File: config.mk
export PLATFORM = sky130hd
export DESIGN_NAME = mem_stage_sb
export DESIGN_NICKNAME = d
export VERILOG_FILES = /design/src/rtl/mem_pkg.sv /design/src/rtl/sb_fifo.sv /design/src/rtl/mem_stage_sb.sv
export SDC_FILE = /design/constraint.sdc
export NUM_CORES = 1
export LEC_CHECK = 0
export CORE_MARGIN = 2
export CORE_UTILIZATION = 60
export CTS_CLUSTER_DIAMETER = 50
export CTS_CLUSTER_SIZE = 25
export DETAILED_ROUTE_END_ITERATION = 7
export PLACE_DENSITY = 0.95
export SYNTH_ARGS = -nofsm -noshare
export SYNTH_HDL_FRONTEND = slang
export SYNTH_HIERARCHICAL = 1
export SYNTH_SLANG_ARGS = --single-unit
File: constraint.sdc
create_clock -name clock -period 10.5 [get_ports clock]
set_input_delay 1.575 -clock clock [delete_from_list [all_inputs] [get_ports clock]]
set_output_delay 1.575 -clock clock [all_outputs]
set_load 0.005 [all_outputs]
File: src/rtl/mem_pkg.sv
// Shared types and default sizing for the memory stage and its store buffer.
package mem_pkg;

  localparam int DEF_DATA_W   = 32;
  localparam int DEF_ADDR_W   = 17;
  localparam int DEF_SB_DEPTH = 4;
  localparam int DEF_RD_W     = 5;

  // dmem port controller states
  typedef enum logic [1:0] {
    IDLE       = 2'd0,
    LOAD_WAIT  = 2'd1,
    STORE_WAIT = 2'd2
  } mem_state_e;

endpackage

File: src/rtl/sb_fifo.sv
// Circular posted-store buffer. Entries are pushed at the tail and popped
// from the head. The head stays searchable until it is popped. A parallel
// search returns the data of the youngest entry whose address matches.
module sb_fifo #(
  parameter int DATA_W = 32,
  parameter int ADDR_W = 17,
  parameter int DEPTH  = 4,
  localparam int PTR_W = $clog2(DEPTH),
  localparam int CNT_W = PTR_W + 1
) (
  input  logic              clock,
  input  logic              reset,
  input  logic              push,
  input  logic [ADDR_W-1:0] push_addr,
  input  logic [DATA_W-1:0] push_data,
  input  logic              pop,
  input  logic [ADDR_W-1:0] search_addr,
  output logic [CNT_W-1:0]  count,
  output logic [ADDR_W-1:0] head_addr,
  output logic [DATA_W-1:0] head_data,
  output logic              hit,
  output logic [DATA_W-1:0] hit_data
);

  logic [ADDR_W-1:0] addr_mem [DEPTH];
  logic [DATA_W-1:0] data_mem [DEPTH];

  logic [PTR_W-1:0] head_q, head_d;
  logic [PTR_W-1:0] tail_q, tail_d;
  logic [CNT_W-1:0] count_q, count_d;
  logic [PTR_W-1:0] srch_idx;

  // Pointer and occupancy update; pointers wrap naturally at DEPTH (power of 2).
  always_comb begin
    head_d  = head_q;
    tail_d  = tail_q;
    count_d = count_q + CNT_W'(push) - CNT_W'(pop);
    if (push) tail_d = tail_q + 1'b1;
    if (pop)  head_d = head_q + 1'b1;
  end

  // Pointer/count registers, cleared by reset (buffered stores are dropped).
  always_ff @(posedge clock or posedge reset) begin
    if (reset) begin
      head_q  <= '0;
      tail_q  <= '0;
      count_q <= '0;
    end else begin
      head_q  <= head_d;
      tail_q  <= tail_d;
      count_q <= count_d;
    end
  end

  // Entry storage; contents beyond count are never looked at, so no reset.
  always_ff @(posedge clock) begin
    if (push) begin
      addr_mem[tail_q] <= push_addr;
      data_mem[tail_q] <= push_data;
    end
  end

  // Walk from oldest to youngest so the last match (youngest) wins.
  always_comb begin
    hit      = 1'b0;
    hit_data = '0;
    srch_idx = '0;
    for (int i = 0; i < DEPTH; i++) begin
      srch_idx = head_q + PTR_W'(i);
      if ((CNT_W'(i) < count_q) && (addr_mem[srch_idx] == search_addr)) begin
        hit      = 1'b1;
        hit_data = data_mem[srch_idx];
      end
    end
  end

  assign count     = count_q;
  assign head_addr = addr_mem[head_q];
  assign head_data = data_mem[head_q];

endmodule

File: src/rtl/mem_stage_sb.sv
// Memory stage: owns the dmem req/ack port, a posted store buffer with
// load forwarding, the stall output and the M/W pipeline latch.
//
// dmem handshake: req_dmem rises with wren/address_dmem/data and all four
// hold steady until the cycle ack_dmem is seen high; the request drops on
// the following edge. ack_dmem outside an outstanding request is ignored.
module mem_stage_sb
  import mem_pkg::*;
#(
  parameter int DATA_W   = DEF_DATA_W,
  parameter int ADDR_W   = DEF_ADDR_W,
  parameter int SB_DEPTH = DEF_SB_DEPTH,
  parameter int RD_W     = DEF_RD_W
) (
  input  logic              clock,
  input  logic              reset,
  input  logic              valid_xm,
  input  logic              is_lw_xm,
  input  logic              is_sw_xm,
  input  logic              exception_xm,
  input  logic [DATA_W-1:0] exec_out_xm,
  input  logic [DATA_W-1:0] rd_out1_xm,
  input  logic [RD_W-1:0]   rd_xm,
  output logic              stall_m,
  output logic              req_dmem,
  output logic              wren,
  output logic [ADDR_W-1:0] address_dmem,
  output logic [DATA_W-1:0] data,
  input  logic              ack_dmem,
  input  logic [DATA_W-1:0] q_dmem,
  output logic              valid_mw,
  output logic              is_lw_mw,
  output logic              exception_mw,
  output logic [DATA_W-1:0] exec_out_mw,
  output logic [DATA_W-1:0] mem_out_mw,
  output logic [RD_W-1:0]   rd_mw,
  output logic              sb_empty,
  output mem_state_e        state_dbg
);

  localparam int CNT_W = $clog2(SB_DEPTH) + 1;

  logic              mem_access, is_load, is_store;
  logic              load_miss, load_done, store_done, sb_full, stall;
  logic [ADDR_W-1:0] xm_addr;
  logic [CNT_W-1:0]  sb_count;
  logic [ADDR_W-1:0] sb_head_addr;
  logic [DATA_W-1:0] sb_head_data;
  logic              sb_hit;
  logic [DATA_W-1:0] sb_hit_data;

  mem_state_e        state_q, state_d;
  logic              req_q, req_d, wren_q, wren_d;
  logic [ADDR_W-1:0] addr_q, addr_d;
  logic [DATA_W-1:0] data_q, data_d;

  logic              valid_mw_q, valid_mw_d, is_lw_mw_q, is_lw_mw_d;
  logic              exc_mw_q, exc_mw_d;
  logic [DATA_W-1:0] exec_mw_q, exec_mw_d, mem_mw_q, mem_mw_d;
  logic [RD_W-1:0]   rd_mw_q, rd_mw_d;

  // Instruction decode and stall: excepting instructions never touch memory.
  always_comb begin
    mem_access = valid_xm & ~exception_xm;
    is_load    = mem_access & is_lw_xm;
    is_store   = mem_access & is_sw_xm & ~is_lw_xm;
    xm_addr    = exec_out_xm[ADDR_W-1:0];
    load_miss  = is_load & ~sb_hit;
    load_done  = (state_q == LOAD_WAIT) & ack_dmem;
    store_done = (state_q == STORE_WAIT) & ack_dmem;
    sb_full    = (sb_count == CNT_W'(SB_DEPTH));
    // A store acked this cycle frees a slot the waiting store may use now.
    stall      = (load_miss & ~load_done) | (is_store & sb_full & ~store_done);
  end

  sb_fifo #(
    .DATA_W (DATA_W),
    .ADDR_W (ADDR_W),
    .DEPTH  (SB_DEPTH)
  ) u_sb (
    .clock       (clock),
    .reset       (reset),
    .push        (is_store & ~stall),
    .push_addr   (xm_addr),
    .push_data   (rd_out1_xm),
    .pop         (store_done),
    .search_addr (xm_addr),
    .count       (sb_count),
    .head_addr   (sb_head_addr),
    .head_data   (sb_head_data),
    .hit         (sb_hit),
    .hit_data    (sb_hit_data)
  );

  // Next-state and dmem port values; a load miss beats draining the buffer.
  always_comb begin
    state_d = state_q;
    req_d   = req_q;
    wren_d  = wren_q;
    addr_d  = addr_q;
    data_d  = data_q;
    case (state_q)
      IDLE: begin
        if (load_miss) begin
          state_d = LOAD_WAIT;
          req_d   = 1'b1;
          wren_d  = 1'b0;
          addr_d  = xm_addr;
        end else if (sb_count != '0) begin
          state_d = STORE_WAIT;
          req_d   = 1'b1;
          wren_d  = 1'b1;
          addr_d  = sb_head_addr;
          data_d  = sb_head_data;
        end
      end
      LOAD_WAIT, STORE_WAIT: begin
        if (ack_dmem) begin
          state_d = IDLE;
          req_d   = 1'b0;
          wren_d  = 1'b0;
        end
      end
      default: begin
        state_d = IDLE;
        req_d   = 1'b0;
        wren_d  = 1'b0;
      end
    endcase
  end

  // FSM state and registered dmem port; reset abandons any request.
  always_ff @(posedge clock or posedge reset) begin
    if (reset) begin
      state_q <= IDLE;
      req_q   <= 1'b0;
      wren_q  <= 1'b0;
      addr_q  <= '0;
      data_q  <= '0;
    end else begin
      state_q <= state_d;
      req_q   <= req_d;
      wren_q  <= wren_d;
      addr_q  <= addr_d;
      data_q  <= data_d;
    end
  end

  // M/W contents: a bubble while stalled, otherwise X/M plus load data.
  always_comb begin
    valid_mw_d = 1'b0;
    is_lw_mw_d = 1'b0;
    exc_mw_d   = 1'b0;
    exec_mw_d  = '0;
    mem_mw_d   = '0;
    rd_mw_d    = '0;
    if (!stall) begin
      valid_mw_d = valid_xm;
      is_lw_mw_d = is_lw_xm;
      exc_mw_d   = exception_xm;
      exec_mw_d  = exec_out_xm;
      rd_mw_d    = rd_xm;
      if (load_done)             mem_mw_d = q_dmem;
      else if (is_load & sb_hit) mem_mw_d = sb_hit_data;
    end
  end

  // M/W latch registers.
  always_ff @(posedge clock or posedge reset) begin
    if (reset) begin
      valid_mw_q <= 1'b0;
      is_lw_mw_q <= 1'b0;
      exc_mw_q   <= 1'b0;
      exec_mw_q  <= '0;
      mem_mw_q   <= '0;
      rd_mw_q    <= '0;
    end else begin
      valid_mw_q <= valid_mw_d;
      is_lw_mw_q <= is_lw_mw_d;
      exc_mw_q   <= exc_mw_d;
      exec_mw_q  <= exec_mw_d;
      mem_mw_q   <= mem_mw_d;
      rd_mw_q    <= rd_mw_d;
    end
  end

  assign stall_m      = stall;
  assign req_dmem     = req_q;
  assign wren         = wren_q;
  assign address_dmem = addr_q;
  assign data         = data_q;
  assign valid_mw     = valid_mw_q;
  assign is_lw_mw     = is_lw_mw_q;
  assign exception_mw = exc_mw_q;
  assign exec_out_mw  = exec_mw_q;
  assign mem_out_mw   = mem_mw_q;
  assign rd_mw        = rd_mw_q;
  assign sb_empty     = (sb_count == '0);
  assign state_dbg    = state_q;

endmodule

==> flow_metrics.env, run 1 <==
export IMPL_synth_most_common_cell="edfxtp_1"
export IMPL_worstPathCellList="buf_4, mux4_2, xnor2_1, nand4_1, nor3_1, nand4_1, buf_4, nand4_1, nand4bb_2, nor2_2, or2_1, clkdlybuf4s50_1"
export IMPL_reg2regPathDepth=10
export IMPL_routedWlPerCell_um=23.0
export IMPL_cts_hold_fix_buffers=0
export IMPL_drtAntennaViolNets=0
export IMPL_outcome="finished, final reports clean"
export IMPL_synth_simple_gate_area_share_pct=8.18
export IMPL_worstHoldStart="req_dmem"
export IMPL_clk_path_buf_depth=3
export IMPL_synthMuxAreaShare_pct=21.8
export IMPL_maximum_number_of_pins_on_one_net_before_global_route_repair=131
export IMPL_clock_latency_ps=570
export IMPL_synth_compound_gate_area_share_pct=9.28
export IMPL_r2r_end="data[24]"
export IMPL_cts_tree="yes"
export IMPL_finish_net_count=1706
export IMPL_port_buffer_count=234
export IMPL_die_h_um=177
export IMPL_post_synth_top_area_cell="edfxtp_1"
export IMPL_grt_pass1_wl_um=71800
export IMPL_cpMostUsedCell="nand4_1"
export IMPL_synth_area_per_cell_um2=12.5
export IMPL_syn_inst=1427
export IMPL_adder_cell_area_share_of_the_yosys_netlist_pct=0.881
export IMPL_cap_violations=0
export IMPL_antenna_violations_before_repair=2
export IMPL_detailedRoute_firstIterationViolations=1640
export IMPL_synth_enable_flop_cells=196
export IMPL_routed_wirelength_um=46000
export IMPL_area_sequential_um2=9170
export IMPL_timing_critical_path_from_type="flop"
export IMPL_vias_per_cell=6.47
export IMPL_cts_repair_resize_count=0
export IMPL_multi_input_comb_area_um2=7800
export IMPL_fin_tns_setup_ps=0
export IMPL_gpl_final_weighted_congestion=0.922
export IMPL_grt_use_total_pct=29.4
export IMPL_slew_at_the_pin_with_the_worst_max_slew_slack_ps=1190
export IMPL_cp_slowest_cell="nand4bb_2"
export IMPL_post_cts_buffers=0
export IMPL_cp_num_buf_inv=3
export IMPL_synth_warning_count=6
export IMPL_min_period_ps=7490
export IMPL_path_delay_family="simple AND/OR/NAND/NOR gates"
export IMPL_fp_dieW_um=177
export IMPL_syn2layout_area_growth_pct=18.3
export IMPL_portion_of_the_post_synthesis_area_used_by_sequential_elements_pct=51.2
export IMPL_netlist_area_leader_share_pct=32.9
export IMPL_synth_cells_most_frequent="edfxtp_1 (196), mux2i_1 (157), dfrtp_1 (131)"
export IMPL_maximum_clock_rate_mhz=134
export IMPL_synth_area_top_cells="edfxtp_1 (33%), dfrtp_1 (18%), mux2i_1 (8.8%)"
export IMPL_grt_pass1_vias=13100
export IMPL_netlist_cell_type_count=66
export IMPL_hpwl_after_detailed_placement_um=29300
export IMPL_worstSetupEndpointType="primary output"
export IMPL_timing_worst_setup_path_type="flop to primary output"
export IMPL_fp_dieArea_um2=31200
export IMPL_layout_worst_path_cycle_share_pct=71.3
export IMPL_top_ports=235
export IMPL_post_synth_xor_area_fraction_pct=3.38
export IMPL_drv_slew=0
export IMPL_critPathRequiredTime_ps=8930
export IMPL_primary_flip_flop_cell_chosen_by_synthesis_mapping="edfxtp_1"
export IMPL_cp_endpoint="stall_m"
export IMPL_initial_utilization_pct=60.7
export IMPL_fp_coreArea_um2=29500
export IMPL_grt_overflow_total=0
export IMPL_unrepaired_setup_endpoints_after_global_routing="no"
export IMPL_fin_worst_skew_ps=17.9
export IMPL_async_reset_ff_share_pct=40.1
export IMPL_clock_sinks=327
export IMPL_cts_htree_levels=1
export IMPL_timing_hold_violations_final=0
export IMPL_power_density_nw_per_um2=236
export IMPL_flop_and_latch_count_out_of_synthesis=327
export IMPL_cpPeakStageDelay_ps=820
export IMPL_leakagePower_nw=7.97
export IMPL_worstSetupStartpoint="u_sb/head_q[0]"
export IMPL_detail_route_first_pass_iterations=8
export IMPL_rrSetupSlack_ps=4320
export IMPL_worstReg2RegStart="u_sb/head_q[1]"
export IMPL_timing_critical_path_arrival_ps=5910
export IMPL_num_rows=63
export IMPL_fill_cells=1886
export IMPL_timing_slew_headroom_pct=20.9
export IMPL_vdd_drop_max_mv=0.228
export IMPL_worstPathMaxFanout=65
export IMPL_numCtsBuffers=30
export IMPL_route_detailed_drc=0
export IMPL_crit_cells=12
export IMPL_cts_root_buf="clkbuf_16"
export IMPL_worst_hold_slack_ps=498
export IMPL_vias=12900
export IMPL_largest_family_of_logic_cells_by_synthesized_area="multiplexers"
export IMPL_timing_hold_worst_class="flop to flop"
export IMPL_post_route_cells_drive_above_1_share_pct=15.7
export IMPL_setup_violations_final=0
export IMPL_synth_net_count=1547
export IMPL_clock_slew_at_the_register_clock_pins_of_the_worst_setup_and_hold_paths_ps=70
export IMPL_syn_area_um2=17900
==> layer usage <==
metal	global-route usage, %	wire length, µm	vias up
met1	37.8	17100	6373
li1	-	-	5659
met2	50.0	22800	787
met4	10.6	1670	2
met3	5.56	4370	117
met5	0	13	-
==> final cells by class <==
class | instances | share of cell area (%)
Tap cell | 390 | 2.31
Timing Repair Buffer | 251 | 11.7
Inverter | 66 | 1.21
Clock inverter | 20 | 0.822
Antenna cell | 1 | 0.0118
Clock buffer | 36 | 3.75
Sequential cell | 327 | 43.3
Multi-Input combinational cell | 910 | 36.8
==> per-stage QoR <==
step           instances  util (%)  worst slack (ps)  cell area (µm²)  total power, mW
2_1_floorplan       1427         -              4970            17900             3.29
3_3_place_gp        1944      68.5              3440            20200             3.78
3_5_place_dp        1944      68.5              3330            20200             3.88
4_1_cts             2000      71.8              3080            21200             4.99
5_1_grt             2001      71.8              2750            21200             5.24
6_report            2001      71.8              3010            21200             5.00
==> logic make-up after synthesis <==
group,Yosys count
flip-flops,327
AND/OR/NAND/NOR,272
adder cells (fa/ha/maj),12
AO/OA/AOI/OAI,243
buffers and inverters,190
multiplexers,314
XOR/XNOR,69
==> where the power goes <==
part / total (mW) / switching, mW / internal, mW
registers: 1.72 / 0.192 / 1.53
clock network: 1.08 / 0.504 / 0.578
logic: 2.20 / 1.09 / 1.11
==> sequential cells by signal, indices dropped and copies added (netlist names), 2 cells and up <==
register,cells
state_dbg,2
data,32
address_dmem,17
u_sb/count,3
u_sb/head_q,2
u_sb/data_mem,128
exec_out_mw,32
rd_mw,5
mem_out_mw,32
u_sb/addr_mem,68
u_sb/tail_q,2
==> layout by cell type (no fill, tap or decap), types with 45 or more instances in the layout <==
cell type and count:
mux2_2 102, inv_1 64, xnor2_1 52, nand2_1 71, a21oi_1 75, o21ai_0 67
mux2i_1 157, clkdlybuf4s50_1 234, mux4_2 50, nor2_1 45, nand3_1 54, dfrtp_1 129
edfxtp_1 196
==> worst min path at each step <==
| stage | endpoint | slack (ps) | cells after the start |
|---|---|---|---|
| 2_1_floorplan | req_dmem | 480 | 1 |
| 3_3_place_gp | req_dmem | 480 | 1 |
| 3_5_place_dp | req_dmem | 480 | 1 |
| 4_1_cts | req_dmem | 500 | 1 |
| 5_1_grt | data[28] | 530 | 1 |
| 6_report | req_dmem | 500 | 1 |
No activity file was read; power rests on OpenSTA's default activity.
==> inputs of run 2 (changes only) <==
--- a/config.mk
+++ b/config.mk
@@ -6,11 +6,11 @@
 export NUM_CORES = 1
 export LEC_CHECK = 0
 export CORE_MARGIN = 2
-export CORE_UTILIZATION = 60
+export CORE_UTILIZATION = 56
 export CTS_CLUSTER_DIAMETER = 50
 export CTS_CLUSTER_SIZE = 25
 export DETAILED_ROUTE_END_ITERATION = 7
-export PLACE_DENSITY = 0.95
+export PLACE_DENSITY = 0.92
 export SYNTH_ARGS = -nofsm -noshare
 export SYNTH_HDL_FRONTEND = slang
 export SYNTH_HIERARCHICAL = 1
==> constraint.sdc (replaced) <==
create_clock -name clock -period 7.5 [get_ports clock]
set_input_delay 1.125 -clock clock [delete_from_list [all_inputs] [get_ports clock]]
set_output_delay 1.125 -clock clock [all_outputs]
set_load 0.005 [all_outputs]
==> flow_metrics.env, run 2 (same netlist as run 1, synthesis figures left out) <==
export IMPL_min_period_ps=6750
export IMPL_maximum_number_of_pins_on_one_net_before_global_route_repair=99
export IMPL_clock_slew_at_the_register_clock_pins_of_the_worst_setup_and_hold_paths_ps=70
export IMPL_maximum_clock_rate_mhz=148
export IMPL_fp_dieW_um=183
export IMPL_outcome="finished, final reports clean"
export IMPL_post_cts_buffers=0
export IMPL_hpwl_after_detailed_placement_um=29200
export IMPL_reg2regPathDepth=10
export IMPL_clock_latency_ps=520
export IMPL_numCtsBuffers=35
export IMPL_setup_violations_final=0
export IMPL_placedCellCount=1960
export IMPL_finalWorstSetupSlack_ps=750
export IMPL_grt_use_total_pct=27.4
export IMPL_vias=12900
export IMPL_cap_violations=0
export IMPL_detailedRoute_firstIterationViolations=1199
export IMPL_cts_root_buf="clkbuf_16"
export IMPL_fin_tns_setup_ps=0
export IMPL_timing_hold_worst_path_depth=1
export IMPL_finish_net_count=1715
export IMPL_unrepaired_setup_endpoints_after_global_routing="no"
export IMPL_clk_path_buf_depth=3
export IMPL_gpl_final_weighted_congestion=0.910
export IMPL_most_common_layout_cells="clkdlybuf4s50_1 (234), edfxtp_1 (196), mux2i_1 (157)"
export IMPL_antenna_violations_before_repair=4
export IMPL_timing_critical_path_arrival_ps=5620
export IMPL_place_worst_setup_slack_ps=1140
export IMPL_cts_hold_fix_buffers=0
export IMPL_timing_hold_worst_class="flop to flop"
export IMPL_drv_slew=0
export IMPL_mostFrequentLayoutCell="clkdlybuf4s50_1"
export IMPL_worstSetupStartpoint="u_sb/head_q[1]"
export IMPL_layout_worst_path_cycle_share_pct=90.0
export IMPL_port_buffer_count=234
export IMPL_cts_tree="yes"
export IMPL_timing_worst_setup_path_type="flop to primary output"
export IMPL_power_density_nw_per_um2=341
export IMPL_vias_per_cell=6.39
export IMPL_largestRegisters="u_sb/data_mem x128, u_sb/addr_mem x68"
export IMPL_post_route_cells_drive_above_1_share_pct=16.3
export IMPL_num_rows=65
export IMPL_largest_register_ff_count=128
export IMPL_timing_critical_path_from_type="flop"
export IMPL_vdd_drop_max_mv=0.338
export IMPL_leakagePower_nw=8.14
export IMPL_cts_repair_resize_count=0
export IMPL_fp_coreArea_um2=31600
export IMPL_fin_worst_skew_ps=21.9
export IMPL_die_h_um=183
export IMPL_drtAntennaViolNets=0
export IMPL_detail_route_first_pass_iterations=6
export IMPL_worstSetupEndpointType="primary output"
export IMPL_finalCoreUtilization_pct=68.1
export IMPL_fp_dieArea_um2=33400
export IMPL_grt_pass1_wl_um=71500
export IMPL_worstHoldStart="data[23]"
export IMPL_initial_utilization_pct=56.7
export IMPL_worstReg2RegStart="u_sb/head_q[1]"
export IMPL_routedWlPerCell_um=22.8
export IMPL_timing_slew_headroom_pct=23.1
export IMPL_top_ports=235
export IMPL_syn2layout_area_growth_pct=20.1
export IMPL_slew_at_the_pin_with_the_worst_max_slew_slack_ps=1150
export IMPL_max_flop_register="u_sb/data_mem"
export IMPL_clock_sinks=327
export IMPL_route_detailed_drc=0
export IMPL_worstPathMaxFanout=65
export IMPL_layout_cells_non_filler=2025
export IMPL_timing_hold_violations_final=0
export IMPL_critPathRequiredTime_ps=6380
export IMPL_grt_pass1_vias=13200
export IMPL_grt_overflow_total=0
export IMPL_routed_wirelength_um=46100
export IMPL_worst_hold_slack_ps=493
export IMPL_cts_htree_levels=2
run 2: per-stage QoR:
step                cell area, µm²  power, mW
finish                       21500       7.34
global route                 21500       7.68
CTS                          21500       7.33
detailed placement           20200       5.42
global placement             20200       5.29
floorplan                    17900       4.61
run 2: worst max-delay path: stages, from the launching register on:
cell	delay, ps
dfrtp_4	920
buf_4	440
mux2_2	410
mux2i_1	200
xor2_1	120
nand4_1	140
or4_4	590
nand4_1	220
nand4bb_2	880
nor2_2	470
or2_1	160
clkdlybuf4s50_1	500
run 2: metal layers:
metal | global-route usage [%] | routed length (µm)
met1 | 34.7 | 17500
met2 | 46.5 | 22500
met3 | 5.94 | 4440
met4 | 10.2 | 1650
met5 | 0 | 23
run 2: final cells by class:
cell class / instances / area [µm²]
timing repair buffer: 255 / 2500
sequential: 327 / 9170
multi-input combinational: 910 / 7800
tap: 402 / 503
clock inverter: 19 / 273
antenna: 2 / 5.00
inverter: 66 / 255
fill: 2092 / 10100
clock buffer: 44 / 995
run 2: worst paths after layout:
check	end	slack (ps)
min reg2reg	data[23]	490
max	stall_m	750
max in group asynchronous	mem_out_mw[28]	4960
min	data[23]	490
min in group asynchronous	u_sb/count[0]	970
max reg2reg	data[24]	1700
run 2: power by group:
| group | switching [mW] | total [mW] | internal (mW) | leakage (nW) |
|---|---|---|---|---|
| logic | 1.52 | 3.07 | 1.55 | 4.14 |
| clock network | 0.745 | 1.88 | 1.13 | 0.618 |
| registers | 0.244 | 2.38 | 2.14 | 3.38 |
| total | 2.51 | 7.34 | 4.83 | 8.14 |
